### config.mk
export PLATFORM = sky130hd
export DESIGN_NAME = wb_arbiter
export DESIGN_NICKNAME = d
export VERILOG_FILES = /design/src/rtl/wb_arbiter.sv
export SDC_FILE = /design/constraint.sdc
export NUM_CORES = 1
export LEC_CHECK = 0
export ABC_AREA = 1
export BUFFER_PORTS_ARGS = -buffer_cell sky130_fd_sc_hd__buf_4
export CAP_MARGIN = 20
export CORE_MARGIN = 8
export CORE_UTILIZATION = 56
export CTS_BUF_LIST = sky130_fd_sc_hd__clkbuf_8
export DETAILED_ROUTE_END_ITERATION = 12
export PLACE_DENSITY = 0.88
export SYNTH_ARGS = -nofsm -noshare
export SYNTH_HDL_FRONTEND = slang
export SYNTH_SLANG_ARGS = --single-unit
export TNS_END_PERCENT = 50
### constraint.sdc
create_clock -name clk -period 3.8 [get_ports clk]
set_input_delay 0.38 -clock clk [delete_from_list [all_inputs] [get_ports clk]]
set_output_delay 0.38 -clock clk [all_outputs]
set_load 0.01 [all_outputs]
### src/rtl/wb_arbiter.sv
// Register-file write-port arbiter: merges in-order pipeline writebacks with
// multi-cycle unit results, buffering the latter in a small FIFO with starvation control.
module wb_arbiter #(
  parameter int FIFO_DEPTH = 2,
  parameter int STARVE_MAX = 3
) (
  input  logic        clk,
  input  logic        rst_n,
  input  logic        pipe_wb_valid,
  input  logic [4:0]  pipe_wb_rd,
  input  logic [31:0] pipe_wb_data,
  output logic        pipe_stall,
  input  logic        mdu_valid,
  input  logic [4:0]  mdu_rd,
  input  logic [31:0] mdu_data,
  output logic        mdu_ready,
  output logic        rf_we,
  output logic [4:0]  rf_waddr,
  output logic [31:0] rf_wdata
);

  localparam int PTR_W = (FIFO_DEPTH > 1) ? $clog2(FIFO_DEPTH) : 1;
  localparam int CNT_W = $clog2(FIFO_DEPTH + 1);
  localparam int STV_W = (STARVE_MAX > 0) ? $clog2(STARVE_MAX + 1) : 1;

  localparam logic [CNT_W-1:0] CNT_FULL  = CNT_W'(FIFO_DEPTH);
  localparam logic [PTR_W-1:0] PTR_LAST  = PTR_W'(FIFO_DEPTH - 1);
  localparam logic [STV_W-1:0] STV_LIMIT = STV_W'(STARVE_MAX);

  typedef enum logic [1:0] {
    GRANT_NONE,
    GRANT_FIFO,
    GRANT_PIPE,
    GRANT_BYPASS
  } grant_e;

  logic [4:0]       rd_mem   [FIFO_DEPTH];
  logic [31:0]      data_mem [FIFO_DEPTH];
  logic [PTR_W-1:0] wr_ptr, rd_ptr;
  logic [CNT_W-1:0] count;
  logic [STV_W-1:0] starve_cnt;

  grant_e      grant;
  logic        fifo_empty, fifo_full;
  logic        enq, deq;
  logic [4:0]  sel_rd;
  logic [31:0] sel_data;

  assign fifo_empty = (count == '0);
  assign fifo_full  = (count == CNT_FULL);
  assign mdu_ready  = !fifo_full;

  // NOTE: combinational blocks assign every output a default first so no path infers a latch.
  always_comb begin
    grant    = GRANT_NONE;
    sel_rd   = '0;
    sel_data = '0;
    if (!fifo_empty && (fifo_full || starve_cnt == STV_LIMIT || !pipe_wb_valid)) begin
      grant    = GRANT_FIFO;
      sel_rd   = rd_mem[rd_ptr];
      sel_data = data_mem[rd_ptr];
    end else if (pipe_wb_valid) begin
      grant    = GRANT_PIPE;
      sel_rd   = pipe_wb_rd;
      sel_data = pipe_wb_data;
    end else if (mdu_valid && fifo_empty) begin
      grant    = GRANT_BYPASS;
      sel_rd   = mdu_rd;
      sel_data = mdu_data;
    end
  end

  assign pipe_stall = pipe_wb_valid && (grant != GRANT_PIPE);
  assign enq        = mdu_valid && mdu_ready && (grant != GRANT_BYPASS);
  assign deq        = (grant == GRANT_FIFO);

  // NOTE: FIFO storage has no reset; entries are only read while count says they are valid.
  always_ff @(posedge clk) begin
    if (enq) begin
      rd_mem[wr_ptr]   <= mdu_rd;
      data_mem[wr_ptr] <= mdu_data;
    end
  end

  // NOTE: all sequential state uses non-blocking assignments so every register samples pre-edge values.
  always_ff @(posedge clk or negedge rst_n) begin
    if (!rst_n) begin
      wr_ptr     <= '0;
      rd_ptr     <= '0;
      count      <= '0;
      starve_cnt <= '0;
    end else begin
      if (enq) wr_ptr <= (wr_ptr == PTR_LAST) ? '0 : wr_ptr + PTR_W'(1);
      if (deq) rd_ptr <= (rd_ptr == PTR_LAST) ? '0 : rd_ptr + PTR_W'(1);
      if (enq && !deq)      count <= count + CNT_W'(1);
      else if (deq && !enq) count <= count - CNT_W'(1);

      if (deq || fifo_empty)
        starve_cnt <= '0;
      else if (grant == GRANT_PIPE && starve_cnt != STV_LIMIT)
        starve_cnt <= starve_cnt + STV_W'(1);
    end
  end

  // Write port is registered; address and data hold on idle cycles.
  always_ff @(posedge clk or negedge rst_n) begin
    if (!rst_n) begin
      rf_we    <= 1'b0;
      rf_waddr <= '0;
      rf_wdata <= '0;
    end else if (grant != GRANT_NONE) begin
      rf_we    <= (sel_rd != 5'd0);
      rf_waddr <= sel_rd;
      rf_wdata <= sel_data;
    end else begin
      rf_we <= 1'b0;
    end
  end

endmodule

==> impl_metrics.yaml <==
global_route:
  grt_first_pass_wirelength_um: 19800
  grt_usage_pct: 19.7
  grt_overflow: 0
  grt_pass1_vias: 4024
  grt_max_degree: 45
  antenna_found_initial: 0
sta:
  rsz0062_at_grt: "no"
  hold_viol: 0
  tightest_slew_ps: 1080
  skew_ps: 11.7
  setup_viol: 0
  slew_viol_final: 0
  finalSetupTns_ps: 0
  finalCritPeriodShare_pct: 62.5
  clock.fmax_ghz: 0.421
  slew_headroom_pct: 28.1
  fin_crit_ps: 2370
synthesis:
  synthesis.nets: 568
  synth_top_area_cell: "edfxtp_1"
  syn_inst: 488
  synth_top_area_share_pct: 42.6
  synth-edff-count: 74
  synth_area_leaders: "edfxtp_1, dfrtp_1, nand2_1"
  ys_warn_count: 0
  synth_most_common_cell: "nand2_1"
  postSynthAreaPerCell_um2: 10.7
  yosys-top-cells-count: "nand2_1, edfxtp_1, dfrtp_1, nand3_1, inv_1"
  netlist_area_um2: 5220
  ys.flop_type: "edfxtp_1"
  synth-seq-cells: 118
  synth.distinct_cells: 27
  async_reset_ff_share_pct: 37.3
  ys_seq_area_share_pct: 63.7
die:
  core_um2: 9150
  num_rows: 35
  dieArea_um2: 12700
  io_pins: 118
  die_y_um: 113
  start_util_pct: 57.0
  die_x_um: 113
pwr:
  swShare_pct: 35.5
  p_clk_share_pct: 20.7
  peakVddDrop_mv: 0.576
  p_switching_mw: 1.70
  power.internal_mw: 3.08
  cellLeakagePower_nw: 2.83
  power_frac_comb_pct: 35.7
  p_per_area_nw_per_um2: 738
  power_frac_seq_pct: 43.6
  power_mw: 4.78
critical_path:
  cp-start-kind: "flop"
  critPathCaptureType: "flop"
  worstPathArrival_ps: 2660
  startpoint: "rd_ptr"
  crit_type: "reg2reg"
  r2r-start: "rd_ptr"
  cp.required_ps: 4090
  cp_max_fo: 38
final_layout:
  fillers: 656
  layout-drive-gt1-share_pct: 32.0
  final_nets: 683
  post-route-util_pct: 70.7
  synthToLayoutAreaGrowth_pct: 24.1
  antenna_cells: 0
detailed_routing:
  drc_errors: 0
  drt_iter0_drc: 273
  wire_per_inst_um: 16.8
  vias: 3905
  wl_um: 12200
  via_per_inst: 5.37
  ant_nets: 0
  dr.pass1.iters: 5
run_status:
  status: "finished clean"
clock_network:
  cts-buffers-inserted: 17
  clockBufferDepth: 2
  path_clk_slew_ps: 70
  post_cts_buffers: 0
  clkSinkCount: 118
  cts-hold-fix-buffers: 1
  cts.htree.levels: 4
  clock_latency_ps: 410
  cts_root_buffer: "clkbuf_8"
  postCtsResizedCells: 0
  cts_tree: "done"
placement:
  place.gp.congestion: 0.818
  place_hpwl_um: 8080
  io_buffers: 117
worst_hold_path:
  min_from: "mdu_data[7]"
  hold_path.class: "in2reg"
job:
  cap_violations: 0
-- kinds of logic after synthesis --
| group | share of synthesized area, % |
|---|---|
| AOI/OAI and AO/OA | 8.49 |
| DFF | 63.7 |
| adders and majority gates | 0.480 |
| xor gates and xnor gates | 0.504 |
| and+or+nand+nor | 20.0 |
| buffers and inverters | 6.79 |
-- power groups by stage --
stage | clock, mW | combinational (mW) | sequential [mW]
3_5_place_dp | 0 | 1.70 | 2.10
6_report | 0.990 | 1.71 | 2.08
2_1_floorplan | 0 | 1.06 | 2.10
3_3_place_gp | 0 | 1.64 | 2.08
5_1_grt | 1.06 | 1.89 | 2.13
4_1_cts | 1.01 | 1.71 | 2.08
-- flip-flops by register name, summed over array words and instances, names as in the netlist --
| name | count |
|---|---|
| rf_wdata | 32 |
| rd_mem | 10 |
| rf_waddr | 5 |
| count | 2 |
| rd_ptr | 1 |
| data_mem | 64 |
| starve_cnt | 2 |
| rf_we | 1 |
| wr_ptr | 1 |
-- stage by stage --
stage / area [um2] / setup slack (ps) / cells / hold WS [ps]
3_5_place_dp: 6080 / 1240 / 693 / 435
6_report: 6470 / 1430 / 727 / 160
2_1_floorplan: 5220 / 933 / 488 / 84.4
5_1_grt: 6470 / 1160 / 727 / 129
3_3_place_gp: 6080 / 1350 / 693 / 420
4_1_cts: 6450 / 1350 / 726 / 131
-- cells in the final DEF (no fill, tap or decap), drive strengths merged, types with 4 or more instances in the layout --
cell	netlist	routed
buf	16	120
clkbuf	9	23
clkinv	1	4
dfrtp	44	44
edfxtp	74	74
inv	43	49
nand2	140	140
nand3	43	43
nor2	14	14
o211ai	31	31
o21ai	33	33
or2	31	31
-- worst paths after layout --
path | to | cells after the start | slack [ps]
max | rf_wdata[15] | 4 | 1430
min | data_mem[0][7] | 1 | 160
max reg2reg | rf_wdata[15] | 4 | 1430
min reg2reg | starve_cnt[0] | 1 | 450
max in group asynchronous | rd_ptr | 2 | 2840
min in group asynchronous | rf_wdata[12] | 2 | 520
-- final cells by class --
cell class                 count  area, um2  area share, %
clock buffer                  23        317           4.89
clock inverter                 9       37.5          0.580
inverter                      44        170           2.63
multi-input combinational    301       1560           24.0
sequential                   118       3320           51.4
tap                          111        139           2.15
timing repair buffer         121        931           14.4
-- critical path, stage by stage, from the launching register on --
cell	delay (ps)
dfrtp_2	880
inv_1	660
or2_2	480
o211ai_1	110
nand3_1	100
-- layer usage --
metal	part of all wire (%)	track usage, %	wire length [um]
met5	0	0	0
met1	40	23.3	4950
met3	7.4	6.12	904
met2	51	33.5	6260
met4	0.90	6.38	110
No activity file was read; power rests on OpenSTA's default activity.
